==> src/rtl/pwm_multi.sv <==
// pwm_multi: multi-channel PWM generator sharing one prescaled period counter.
//
// Each channel double-buffers its high-time request. pwm_update loads a
// pending value; the pending value becomes active only at a period boundary,
// so a waveform is never cut mid-period.
//
// Parameters:
//   NUM_CH  number of independent channels (1..16)
//   WIDTH   ratio / counter width in bits (4..16)
//
// Ports:
//   clock         single clock, rising edge
//   reset_n       asynchronous active-low reset
//   clk_div       prescaler; the counter advances every clk_div+1 clocks
//   pwm_enable    per-channel output enable
//   pwm_ratio     packed high-time requests, channel i at [i*WIDTH +: WIDTH]
//   pwm_update    per-channel load request for pwm_ratio
//   pwm_done      one-clock pulse when a requested ratio becomes active
//   pwm_signal    registered PWM outputs
//   period_start  one-clock pulse at every period boundary
//
// Build option:
//   PWM_CENTER_ALIGN_EN  when defined, the counter runs up 0..MAX then down
//                        to 0 (center-aligned); otherwise edge-aligned only.
module pwm_multi #(
  parameter int NUM_CH = 4,
  parameter int WIDTH  = 8
) (
  input  logic                    clock,
  input  logic                    reset_n,
  input  logic [7:0]              clk_div,
  input  logic [NUM_CH-1:0]       pwm_enable,
  input  logic [NUM_CH*WIDTH-1:0] pwm_ratio,
  input  logic [NUM_CH-1:0]       pwm_update,
  output logic [NUM_CH-1:0]       pwm_done,
  output logic [NUM_CH-1:0]       pwm_signal,
  output logic                    period_start
);

  // MAX = 2^WIDTH-2, so a ratio of 2^WIDTH-1 exceeds every count (always high).
  localparam logic [WIDTH-1:0] MAX = {{(WIDTH-1){1'b1}}, 1'b0};
  localparam logic [WIDTH-1:0] ONE = {{(WIDTH-1){1'b0}}, 1'b1};

  logic [7:0]       presc;
  logic             tick;
  logic [WIDTH-1:0] cnt;
  logic             boundary;

  // '>=' rather than '==' so that lowering clk_div below the current
  // prescaler count still produces a tick on the next compare instead of
  // running the prescaler all the way round.
  assign tick = (presc >= clk_div);

  always_ff @(posedge clock or negedge reset_n) begin
    if (!reset_n) begin
      presc <= '0;
    end else if (tick) begin
      presc <= '0;
    end else begin
      presc <= presc + 8'd1;
    end
  end

`ifdef PWM_CENTER_ALIGN_EN
  logic down;

  always_ff @(posedge clock or negedge reset_n) begin
    if (!reset_n) begin
      cnt  <= '0;
      down <= 1'b0;
    end else if (tick) begin
      if (!down) begin
        if (cnt == MAX) begin
          down <= 1'b1;
          cnt  <= MAX - ONE;
        end else begin
          cnt <= cnt + ONE;
        end
      end else begin
        if (cnt == ONE) begin
          down <= 1'b0;
          cnt  <= '0;
        end else begin
          cnt <= cnt - ONE;
        end
      end
    end
  end

  // Boundary is the tick that brings the down-count to 0.
  assign boundary = tick & down & (cnt == ONE);
`else
  always_ff @(posedge clock or negedge reset_n) begin
    if (!reset_n) begin
      cnt <= '0;
    end else if (tick) begin
      cnt <= (cnt == MAX) ? '0 : cnt + ONE;
    end
  end

  assign boundary = tick & (cnt == MAX);
`endif

  always_ff @(posedge clock or negedge reset_n) begin
    if (!reset_n) begin
      period_start <= 1'b0;
    end else begin
      period_start <= boundary;
    end
  end

  for (genvar i = 0; i < NUM_CH; i++) begin : g_ch
    logic [WIDTH-1:0] pend_q;
    logic [WIDTH-1:0] act_q;
    logic             flag_q;
    logic             done_q;
    logic             sig_q;
    logic             apply;

    // An update landing on the boundary clock holds the whole request back
    // to the next boundary, so the channel still sees exactly one done pulse.
    assign apply = boundary & flag_q & ~pwm_update[i];

    always_ff @(posedge clock or negedge reset_n) begin
      if (!reset_n) begin
        pend_q <= '0;
        act_q  <= '0;
        flag_q <= 1'b0;
        done_q <= 1'b0;
        sig_q  <= 1'b0;
      end else begin
        done_q <= apply;
        if (pwm_update[i]) begin
          pend_q <= pwm_ratio[i*WIDTH +: WIDTH];
          flag_q <= 1'b1;
        end else if (apply) begin
          flag_q <= 1'b0;
        end
        if (apply) begin
          act_q <= pend_q;
        end
        sig_q <= pwm_enable[i] & (cnt < act_q);
      end
    end

    assign pwm_done[i]   = done_q;
    assign pwm_signal[i] = sig_q;
  end

endmodule
==> config.mk <==
export PLATFORM = sky130hd
export DESIGN_NAME = pwm_multi
export DESIGN_NICKNAME = d
export VERILOG_FILES = /design/src/rtl/pwm_multi.sv
export SDC_FILE = /design/constraint.sdc
export NUM_CORES = 1
export LEC_CHECK = 0
export BUFFER_PORTS_ARGS = -buffer_cell sky130_fd_sc_hd__buf_2
export CAP_MARGIN = 20
export CORE_MARGIN = 1.5
export CORE_UTILIZATION = 56
export CTS_CLUSTER_SIZE = 25
export DETAILED_ROUTE_END_ITERATION = 7
export PLACE_DENSITY_LB_ADDON = 0.2
export SETUP_SLACK_MARGIN = 0.3
export SLEW_MARGIN = 20
export SYNTH_ARGS = -nofsm -noshare
export SYNTH_HDL_FRONTEND = slang
export SYNTH_SLANG_ARGS = --single-unit
==> constraint.sdc <==
create_clock -name clock -period 5.3 [get_ports clock]
set_input_delay 0.795 -clock clock [delete_from_list [all_inputs] [get_ports clock]]
set_output_delay 0.795 -clock clock [all_outputs]
set_load 0.01 [all_outputs]
==> summary.md <==
| Metric | Value |
|---|---|
| Outcome | finished clean |
| Max-slew headroom | 0.328 |
| RSZ-0062 raised after global routing | false |
| CTS-repair resized insts | 0 |
| Placed Cells | a little over 500 |
| Clk_lat worst skew | between 0.3 and 0.4 ns |
| Internal | 1240 uW |
| Most used DFF post-synth | dfrtp_1 |
| CP peak stage delay | 0.88 ns |
| Cell area after synthesis | 4630 um2 |
| Initial Utilization | 0.590 |
| Routed Wire Length | 8020 um |
| Largest net degree at the start of global routing | 94 |
| Final critical-path share of the clock period | 0.548 |
| Full die area | 8820 um2 |
| Highest clock rate | 344 MHz |
| Ports | 59 |
| Maximum vdd ir drop | 0.000163 V |
| Antenna-violating nets left | 0 |
| Synth cell types | 36 |
| Setup_tns | 0 ns |
| WS Path Type | input port to flip-flop |
| Worst-Margin Slew | just over 1 ns |
| CP Launch Point | clk_div[7] |
| Initial antenna violation count | 0 |
| WP data arrival | 3.14 ns |
| Startpoint types | input port |
| Synth top area share | 0.503 |
| Seq/Total Area, Yosys | 0.503 |
| Clk network pwr share | 0.285 |
| DRT iter0 DRCs | 163 |
| Root buf cell | clkbuf_8 |
| Slew Viols, Final | 0 |
| Post-CTS Hold Buffers | 0 |
| CTS tree | built |
| Final Hold Violating Endpoints | 0 |
| Switching power share of the total | 0.299 |
| Leading post-synthesis cells by cell area | dfrtp_1 50%, mux2_2 16%, ha_1 11%, inv_1 3.1%, a21o_1 2.6% |
| Combinational share of power | 0.222 |
| Nets | 512 |
| Hold Slack | 0.487 ns |
| Die Width | about 94 um |
| Via count of the routed design | 2908 |
| Via density | 5.49 |
| Die Ht | 93.9 um |
| Buffer levels on the longest clock path | 2 |
| Critical path's top delay family | compound AO/OA/AOI/OAI gates |
| First-pass GRT wire length | 13900 um |
| Share of cells above drive strength 1 | 0.339 |
| Worst Skew | 0.0114 ns |
| Worst path cell trace | buf_2 -> inv_1 -> ha_1 -> nand4_1 -> o31ai_4 -> nand4b_2 -> mux2_2 |
| Crit path time final | 2.90 ns |
| Min-Delay Path Class | input port to asynchronous set/reset pin |
| Overall Global Routing Usage | 0.206 |
| Switching Power | 528 uW |
| WL per Instance | 15.1 um |
| Num CTS Buffers | 9 |
| Power per cell area | between 300 and 400 nW/um2 |
| Row cnt | 32 |
| Clk slew on worst S/H paths | 0.08 ns |
| Synthesized flop and latch total | between 90 and 100 |
| FF-to-FF Start | presc[0] |
| Detailed placement HPWL | roughly 5700 um |
| Overflow after GRT | 0 |
| Core area | 7850 um2 |
| Pleak | between 0.002 and 0.003 uW |
| Top cell type by total area after synthesis | dfrtp_1 |
| Worst r2r path cells | 7 |
| Req. time, crit path | 5.54 ns |
| Vias in the first global route | 3096 |
| Syn_nets | 460 |
| Post-synth EDFFs | 0 |
| DRC errors left | 0 |
| Async S/R FF share, synth | 1.00 |
| CTS Sinks | 93 |
| Area Growth Syn to Fin | 11.7% |
| PortBufs | 58 |
| Yosys synthesis warning count | 0 |
| # H-tree levels | 3 |
| CP Capture Type | flip-flop |
| Drt pass-1 iters | 4 |
| Cell depth of the worst setup path | 7 |
| Finished Layout Cells | 530 |
| Final GP Congestion | 0.771 |
| Post-synthesis average cell area | 12.5 um2 |
| CP bufs+invs | 2 |
| Sequential power share | 0.494 |
| Worst-path fanout max | 21 |
| Post-CTS setup buffer count | 0 |
| Max Cap Violations | 0 |
| Post-Synthesis Cells | roughly 370 |
| Final setup vio count | 0 |
| Tot Pwr | 1770 uW |
| Diodes inserted | 0 |
| Crit path max-delay cell type | o31ai_4 |
[per-layer routing]
layer	track usage	vias up	wire, um
met5	0	-	0
met4	0.0995	0	191
met3	0.0348	17	213
met2	0.354	52	4030
met1	0.251	1444	3580
li1	-	1395	-
[sequential cells by signal, summed over array words and instances (netlist names)]
register	count
g_ch.act_q	32
g_ch.flag_q	4
g_ch.pend_q	32
cnt	8
g_ch.sig_q	4
g_ch.done_q	4
presc	8
period_start	1
[synth_stat cells, types with 3 or more instances]
cell / number
inv_1: 38
buf_4: 8
nor2_1: 14
nand3_1: 7
dfrtp_1: 93
buf_2: 3
a211oi_1: 4
o31a_1: 5
xor2_1: 5
nand2b_1: 9
o21ai_0: 10
clkbuf_1: 5
o211ai_1: 4
and3_1: 3
o21a_1: 3
a21oi_1: 8
ha_1: 39
and4b_1: 4
mux2_2: 64
a21o_1: 16
nand2_1: 9
[power groups by stage]
stage / clock [uW] / combinational, uW / sequential (uW)
detailed placement: 0 / 396 / 889
floorplan: 0 / 318 / 852
global placement: 0 / 370 / 887
global route: 538 / 452 / 887
finish: 503 / 392 / 872
CTS: 515 / 400 / 875
[layout by cell type, fill, tap and decap left out, types with 5 or more instances in the layout]
cell type,instances
a21o_1,16
a21oi_1,8
buf_2,57
clkbuf_8,12
dfrtp_1,93
ha_1,39
inv_1,38
mux2_2,64
nand2_1,9
nand2b_1,9
nand3_1,7
nor2_1,14
o21ai_0,10
o31a_1,5
xor2_1,5
[worst reg2reg max path: stages, from the launching register on]
cell	delay, ns
dfrtp_1	0.44
inv_1	0.07
ha_1	0.26
nand2b_1	0.15
a2111oi_4	0.10
o31ai_4	0.81
nand4b_2	0.48
mux2_2	0.40
[stage by stage]
stage	cell area, um2	setup WS [ns]	utilization
after floorplan	4630	2.82	-
after global placement	4940	2.12	0.630
after detailed placement	4950	2.00	0.630
after CTS	5170	2.38	0.658
after global routing	5170	2.17	0.658
final	5170	2.40	0.658
[worst paths after layout]
path	slack, ns	endpoint
worst max-delay path	2.40	g_ch[2].act_q[4]
worst min-delay path	0.49	g_ch[0].pend_q[2]
worst max register to register	2.47	g_ch[2].act_q[4]
worst min register to register	0.51	g_ch[0].act_q[4]
max in group asynchronous	4.22	g_ch[2].act_q[4]
min in group clock	0.51	g_ch[0].act_q[4]
[cell type report]
type	instances	area, um2
Inverter	38	143
Timing Repair Buffer	58	297
Sequential cell	93	2330
Tap cell	102	128
Clock inverter	4	55.1
Multi-Input combinational cell	223	2050
Fill cell	610	2680
Clock buffer	12	165
[cell families (layout without fill, tap and decap cells)]
kind of cell / count (synthesis) / count (layout) / share of synthesized area
flops: 93 / 93 / 0.503
mux: 64 / 64 / 0.156
simple gates: 58 / 58 / 0.0814
compound gates: 56 / 56 / 0.0898
buf+inv: 55 / 112 / 0.0535
fa+ha+maj: 39 / 39 / 0.105
xor+xnor: 6 / 6 / 0.0114
Power figures use the tool's default switching activity.
